File: config.mk
export PLATFORM = sky130hd
export DESIGN_NAME = round_sched
export DESIGN_NICKNAME = d
export VERILOG_FILES = /design/src/rtl/round_sched.sv
export SDC_FILE = /design/constraint.sdc
export NUM_CORES = 1
export LEC_CHECK = 0
export ABC_AREA = 1
export CAP_MARGIN = 20
export CORE_MARGIN = 10
export CORE_UTILIZATION = 36
export DETAILED_ROUTE_END_ITERATION = 12
export PLACE_DENSITY = 0.89
export SYNTH_ARGS = -nofsm -noshare
export SYNTH_HDL_FRONTEND = slang
export SYNTH_SLANG_ARGS = --single-unit
File: constraint.sdc
create_clock -name clk -period 2.1 [get_ports clk]
set_clock_uncertainty 0.15 [all_clocks]
set_input_delay 0.315 -clock clk [delete_from_list [all_inputs] [get_ports clk]]
set_output_delay 0.315 -clock clk [all_outputs]
set_load 0.01 [all_outputs]
File: src/rtl/round_sched.sv
// Round-robin scheduler sharing one combinational rounder among N_REQ requesters, two-stage pipeline.
// Optional macro ROUND_SCHED_MODE_OVR_EN adds cfg_ovr/cfg_rmode to override the sampled rounding mode.
module round_sched #(
    parameter int N_REQ = 4,
    parameter int IDW   = 2
) (
    input  logic                  clk,
    input  logic                  rst,
    input  logic [N_REQ-1:0]      req_valid,
    output logic [N_REQ-1:0]      req_ready,
    input  logic [27*N_REQ-1:0]   req_z,
    input  logic [N_REQ-1:0]      req_sign,
    input  logic [3*N_REQ-1:0]    req_rmode,
    output logic [26:0]           rnd_z_in,
    output logic                  rnd_sign,
    output logic [2:0]            rnd_rmode,
    input  logic                  rnd_carry,
    input  logic [22:0]           rnd_z_out,
    output logic [N_REQ-1:0]      rsp_valid,
    input  logic [N_REQ-1:0]      rsp_ready,
    output logic [22:0]           rsp_mant,
    output logic                  rsp_carry,
    output logic                  rsp_inv
`ifdef ROUND_SCHED_MODE_OVR_EN
    ,
    input  logic                  cfg_ovr,
    input  logic [2:0]            cfg_rmode
`endif
);

    function automatic logic [N_REQ-1:0] id_onehot(input logic [IDW-1:0] id);
        logic [N_REQ-1:0] oh;
        oh = '0;
        for (int i = 0; i < N_REQ; i++) begin
            oh[i] = (id == IDW'(i));
        end
        return oh;
    endfunction

    function automatic logic mode_invalid(input logic [2:0] m);
        return m[2] & (m[1] | m[0]);
    endfunction

    logic              r_v1;
    logic [IDW-1:0]    r_id1;
    logic [26:0]       r_z1;
    logic              r_sign1;
    logic [2:0]        r_rmode1;
    logic [IDW-1:0]    r_ptr;
    logic [N_REQ-1:0]  r_rsp_valid;
    logic [22:0]       r_rsp_mant;
    logic              r_rsp_carry;
    logic              r_rsp_inv;

    logic              w_rsp_fire;
    logic              w_s2_load;
    logic              w_s1_free;
    logic              w_found;
    logic              w_hit;
    logic [IDW:0]      w_cand;
    logic [IDW-1:0]    w_gnt_id;
    logic              w_accept;
    logic [IDW-1:0]    w_next_ptr;
    logic [2:0]        w_sel_rmode;

    // The stage-2 valid is kept as the one-hot response vector itself, so ownership needs no decode.
    assign w_rsp_fire = |(r_rsp_valid & rsp_ready);
    assign w_s2_load  = r_v1 & (~(|r_rsp_valid) | w_rsp_fire);
    assign w_s1_free  = ~r_v1 | w_s2_load;

    // Round-robin search starting at r_ptr, wrapping past N_REQ-1.
    always_comb begin
        w_found  = 1'b0;
        w_hit    = 1'b0;
        w_cand   = '0;
        w_gnt_id = '0;
        for (int k = 0; k < N_REQ; k++) begin
            w_cand   = {1'b0, r_ptr} + (IDW+1)'(k);
            w_cand   = (w_cand >= (IDW+1)'(N_REQ)) ? (w_cand - (IDW+1)'(N_REQ)) : w_cand;
            w_hit    = req_valid[w_cand[IDW-1:0]] & ~w_found;
            w_gnt_id = w_hit ? w_cand[IDW-1:0] : w_gnt_id;
            w_found  = w_found | w_hit;
        end
    end

    assign w_accept   = w_s1_free & w_found;
    assign req_ready  = w_accept ? id_onehot(w_gnt_id) : '0;
    assign w_next_ptr = (w_gnt_id == IDW'(N_REQ - 1)) ? '0 : (w_gnt_id + IDW'(1));

`ifdef ROUND_SCHED_MODE_OVR_EN
    assign w_sel_rmode = cfg_ovr ? cfg_rmode : req_rmode[3*int'(w_gnt_id) +: 3];
`else
    assign w_sel_rmode = req_rmode[3*int'(w_gnt_id) +: 3];
`endif

    // Stage 1: operand register feeding the shared rounder, plus the arbitration pointer.
    always_ff @(posedge clk or posedge rst) begin
        if (rst) begin
            r_v1     <= 1'b0;
            r_id1    <= '0;
            r_z1     <= 27'd0;
            r_sign1  <= 1'b0;
            r_rmode1 <= 3'd0;
            r_ptr    <= '0;
        end else if (w_accept) begin
            r_v1     <= 1'b1;
            r_id1    <= w_gnt_id;
            r_z1     <= req_z[27*int'(w_gnt_id) +: 27];
            r_sign1  <= req_sign[w_gnt_id];
            r_rmode1 <= w_sel_rmode;
            r_ptr    <= w_next_ptr;
        end else if (w_s1_free) begin
            r_v1     <= 1'b0;
        end
    end

    // Stage 2: capture the rounder result; a fire and a load in the same cycle keep it valid.
    always_ff @(posedge clk or posedge rst) begin
        if (rst) begin
            r_rsp_valid <= '0;
            r_rsp_mant  <= 23'd0;
            r_rsp_carry <= 1'b0;
            r_rsp_inv   <= 1'b0;
        end else if (w_s2_load) begin
            r_rsp_valid <= id_onehot(r_id1);
            r_rsp_mant  <= rnd_z_out;
            r_rsp_carry <= rnd_carry;
            r_rsp_inv   <= mode_invalid(r_rmode1);
        end else if (w_rsp_fire) begin
            r_rsp_valid <= '0;
        end
    end

    assign rnd_z_in  = r_z1;
    assign rnd_sign  = r_sign1;
    assign rnd_rmode = r_rmode1;
    assign rsp_valid = r_rsp_valid;
    assign rsp_mant  = r_rsp_mant;
    assign rsp_carry = r_rsp_carry;
    assign rsp_inv   = r_rsp_inv;

endmodule

; Word-level counts from Yosys, hierarchy flattened
; Index checks and enable logic that the tools add are counted.
[totals]
reg_bits = 65
input_bits = 158
output_inout_bits = 64
word_cells = 85
[op_classes]
addsub = 8
n_mul = 2
order_cmp = 9
eq_ne = 6
shift = 2
mux = 24
bitwise = 18
reduce_logical = 6
[op_table]
columns = cell, n
row1 = 108-bit by 8-bit indexed part select with 27-bit output, 1
row2 = 2-bit 2-to-1 mux, 9
row3 = "2-bit by 3-bit < comparator with 1-bit output, second input constant", 5
row4 = 4-bit 2-to-1 mux, 3
row5 = 12-bit by 5-bit indexed part select with 3-bit output, 1
row6 = 1-bit binary-select mux with 2-bit select, 5
row7 = "3-bit greater-or-equal comparator, second input constant", 3
row8 = "2-bit equality test, second input constant", 4
row9 = 4-bit OR reduction, 2
row10 = "2-bit by 1-bit subtractor with 2-bit output, second input constant", 4
row11 = "5-bit by 2-bit multiplier with 7-bit output, first input constant", 1
row12 = 1-bit 2-to-1 mux, 7
row13 = "2-bit by 2-bit adder with 3-bit output, second input constant", 2
row14 = 1-bit AND, 6
row15 = 1-bit bitwise OR, 6
row16 = 1-bit NOT, 5
row17 = 4-bit AND, 1
row18 = "2-bit by 1-bit equality test with 1-bit output, second input constant", 2
row19 = 2-bit zero test, 2
row20 = "2-bit by 2-bit multiplier with 4-bit output, first input constant", 1
row21 = 2-bit nonzero test, 2
row22 = "2-bit by 1-bit adder with 3-bit output, second input constant", 1
row23 = "2-bit by 3-bit greater-or-equal comparator with 1-bit output, second input constant", 1
row24 = "2-bit by 1-bit adder with 2-bit output, second input constant", 1

; Depth between registers and ports, before layout
; Gate-level depths: netlist (run 1).
[logic_depth]
ltp_word = 15
ltp_mapped = 17
mapped_depth_nobuf = 15

; Least setup slack after synthesis (run 1)
; OpenSTA, ideal clock, no wires.
[synth_path]
path_kind = reg-to-output
start = reg r_ptr[0]
end = out req_ready[0]
arrival_time_ns = 1.772
t_required_ns = 1.635
path_slack_ns = -0.137
stages_incl_launch_ff = 13
n_path_buf = 3
path_cell_list = dfrtp_1 > buf_4 > nand2_1 > nand3_1 > nand2_2 > nor2_1 > nor2_1 > nand2_2 > nand2_2 > buf_6 > buf_6 > inv_2 > nor3_1
[synth_via]
elab_chain_cells = 15
[synth_lines]
columns = element, line_no
row1 = "start, declared", 49  ; logic [IDW-1:0] r_ptr;
row2 = "start signal, assigned", 111  ; r_ptr <= w_next_ptr;
row3 = "2-bit by 1-bit adder with 3-bit output, or another cell as far along", 78  ; w_cand = {1'b0, r_ptr} + (IDW+1)'(k);
row4 = "3-bit greater-or-equal comparator, or another cell as far along", 79  ; w_cand = (w_cand >= (IDW+1)'(N_REQ)) ? (w_cand - (IDW+1)'(N_REQ)) : w_cand;
row5 = 2-bit 2-to-1 mux / 1-bit binary-select mux with 2-bit select (equally long branches), "79, 80"
row6 = 1-bit binary-select mux with 2-bit select / 1-bit 2-to-1 mux (equally long branches), 80  ; w_hit = req_valid[w_cand[IDW-1:0]] & ~w_found;
row7 = 1-bit 2-to-1 mux (not written as such) / 1-bit NOT (equally long branches), 80
row8 = 1-bit AND, 80
row9 = 1-bit bitwise OR, 82  ; w_found = w_found | w_hit;
row10 = 1-bit NOT, 80
row11 = 1-bit AND, 80
row12 = 1-bit bitwise OR, 82
row13 = 1-bit NOT, 80
row14 = 1-bit AND, 80
row15 = 2-bit 2-to-1 mux / 1-bit bitwise OR (equally long branches), "81, 82"
row16 = 2-bit zero test / 1-bit AND (equally long branches), "35, 86"
row17 = 4-bit 2-to-1 mux (*), 87  ; assign req_ready = w_accept ? id_onehot(w_gnt_id) : '0;
row18 = "end, declared", 10  ; output logic [N_REQ-1:0] req_ready,
; Every way passes the cells marked *; elsewhere a longest branch is shown, timed or not. The select of a mux whose other input is x is not followed.

; Worst setup path after layout (run 1)
; Ends and elaborated chain as after synthesis.

==> results of run 1 <==
routing by layer:
layer	track usage	vias up	part of all wire
met5	0	-	0.00073
met4	0.0536	2	0.022
met3	0.0776	30	0.089
met2	0.343	231	0.48
met1	0.242	2288	0.41
li1	-	2495	-
cell families (layout without fill, tap and decap cells):
logic type,count (synthesis),after routing,share of synthesized area
XOR/XNOR,1,1,0.00217
AO/OA/AOI/OAI,16,16,0.0257
buffers and inverters,55,306,0.0673
AND/OR/NAND/NOR,508,508,0.502
flip-flops,65,65,0.403
how the worst max path moves through the flow:
stage / endpoint / start / depth (start not counted)
6_report: req_ready[0] / r_ptr[0] / 10
5_1_grt: req_ready[0] / r_ptr[0] / 10
4_1_cts: req_ready[3] / r_ptr[0] / 13
3_5_place_dp: req_ready[3] / req_valid[1] / 13
3_3_place_gp: req_ready[2] / req_valid[3] / 13
2_1_floorplan: req_ready[1] / r_ptr[0] / 14
final cells by class:
type	count	share of cell area
Timing Repair Buffer	272	0.400
Multi-Input combinational cell	525	0.313
Sequential cell	65	0.224
Tap cell	140	0.0241
Clock buffer	9	0.0170
Inverter	18	0.0113
Clock inverter	7	0.0107
synthesized netlist by cell type (all sizes together):
cell type,number,share of area
nand2,429,0.40
nand3,69,0.087
dfrtp,65,0.40
buf,27,0.041
inv,18,0.017
clkbuf,10,0.0093
o21ai,9,0.012
nor2,8,0.0099
o32ai,3,0.0065
a21oi,1,0.0012
a221oi,1,0.0022
nand3b,1,0.0019
nor3,1,0.0012
o21a,1,0.0019
o31ai,1,0.0019
xnor2,1,0.0022
stage by stage:
step	setup slack, ns	utilization	TNS (ns)	instance area, sq um	hold WS [ns]
floorplan	-0.0499	-	-0.189	4100	0.275
global placement	-0.726	0.604	-20.77	6580	0.311
detailed placement	-0.804	0.604	-23.15	6580	0.314
CTS	-0.394	0.652	-7.28	7100	0.166
global route	-0.578	0.669	-15.70	7280	0.194
finish	-0.456	0.669	-10.95	7280	0.163
report_power, final:
part | internal [mW] | switching [mW] | leakage, nW
Combinational | 5.31 | 6.54 | 2.83
Clock | 0.561 | 0.539 | 0.101
Sequential | 1.94 | 0.367 | 0.801
flip-flops by register name, summed over array words and instances, names as in the netlist:
name       flops
r_ptr          2
rsp_mant      23
rsp_valid      4
rnd_rmode      3
r_id1          2
rsp_carry      1
rsp_inv        1
r_v1           1
rnd_sign       1
rnd_z_in      27
timing repair:
| item | 4_1_cts | 5_1_grt |
|---|---|---|
| setup endpoints to repair | 39 | 39 |
| pin swaps | 16 | 13 |
| buffers inserted | 5 | 4 |
| gates resized for setup | 56 | 17 |
| cloned | 5 | 4 |
critical path, cell delays in order, from the launching register on:
cell and delay, ns:
dfrtp_2 0.49, inv_4 0.13, nand2_1 0.07, nand2_2 0.12
nand2_1 0.12, o21ai_2 0.12, nand3b_1 0.19, o21ai_4 0.10
buf_4 0.15, nor3_4 0.10, buf_2 0.16
==> metrics.txt, run 1 <==
status finished, violations left; failing checks setup timing; Area growth syn-to-layout 80.6%; CTS root buffer clkbuf_8; Worst EP arrival 2.09 ns; Boundary Pins 222; Clock Path Buffers 2; fin crit share 1.22; Syn Inst Count 645; All-Layer GR Usage 0.205; most frequent cells in the layout nand2_1 (409), clkdlybuf4s50_1 (217), nand3_1 (64), dfrtp_1 (64), buf_4 (25); peak supply drop 1.63 mV; P per Cell Area 2100 nW/um^2; final setup margin -0.456 ns; cts bufs inserted 9; maxcap violations 0; gpl congestion between 0.8 and 0.9; Final Hold Viols 0; crit path kind reg -> out; 1st-iter DRT viols approximately 300; RR Startpoint r_ptr[0]; number of global-route vias before repair 5035; CP startpoint kind flip-flop; syn_nets 803; die area 15800 sq um; actual slew at the worst max-slew pin 0.483 ns; CP Capture Type output pin; Synth Register Bits 65; fill cell count 893; post-synthesis sequential area ratio 0.403; TritonRoute pass-1 iters 5; RSZ-0062 raised after global routing yes; Initial Util 0.370; Via Count 5046; clock transition at the registers of the reported paths 0.08 ns; row cnt 38; TritonCTS clock tree built; Max FO, Critical Path 8; max-slew violation count 0; Worst slew margin 0.678; reg-to-reg setup timing slack -0.32 ns; mapped cell area 4030 sq um; dpl hpwl ~12000 um; R2R cell count 17; H-Tree Depth 3; commonest non-fill, non-tap cell in the layout nand2_1; Multi-input gate area 2280 sq um; Total Power about 15 mW; Die Y-Extent ~130 um; Reg area around 1600 sq um; fmax approximately 0.4 GHz; antenna diode count 0; Skew-Pair Late Insertion Delay around 0.33 ns; I/O Buffers 221; Cells after DPL 1002; WL/cell between 15 and 20 um; share of layout cells above drive strength 1 0.129; Mapped Avg Cell Area roughly 6.3 sq um; Hold-fix buffers, CTS 0; P_leak 3.73 nW; nets@finish 1049; TritonCTS Sinks 65; antenna violations before repair 1; CP required 1.63 ns; first-pass GRT wire length 26600 um; Die X 126 um; residual DRC count 0; crit path time final 2.56 ns; core area 10900 sq um; largest net degree at the start of global routing 35; Routed WL 17900 um; total grt overflow 0; distinct cell type count after synthesis 26; Post-Layout Cell Count 1036; Crit Reg-Reg Endpoint rnd_z_in[2]; Syn. warnings 0; antenna viol nets, final 0; # setup viols final 38; Worst Hold Class in -> async; Via density 4.87
No activity file was read; power rests on OpenSTA's default activity.
==> run 2: changes to the inputs <==
Settings changed: CTS_CLUSTER_SIZE from default to 16.
==> results of run 2 <==
No change in the layout: final DEF, timing and power equal those of run 1.
==> run 3: changes to the inputs <==
Settings changed: CTS_CLUSTER_DIAMETER from default to 200.
==> results of run 3 <==
No change in the layout: final DEF, timing and power equal those of run 1.
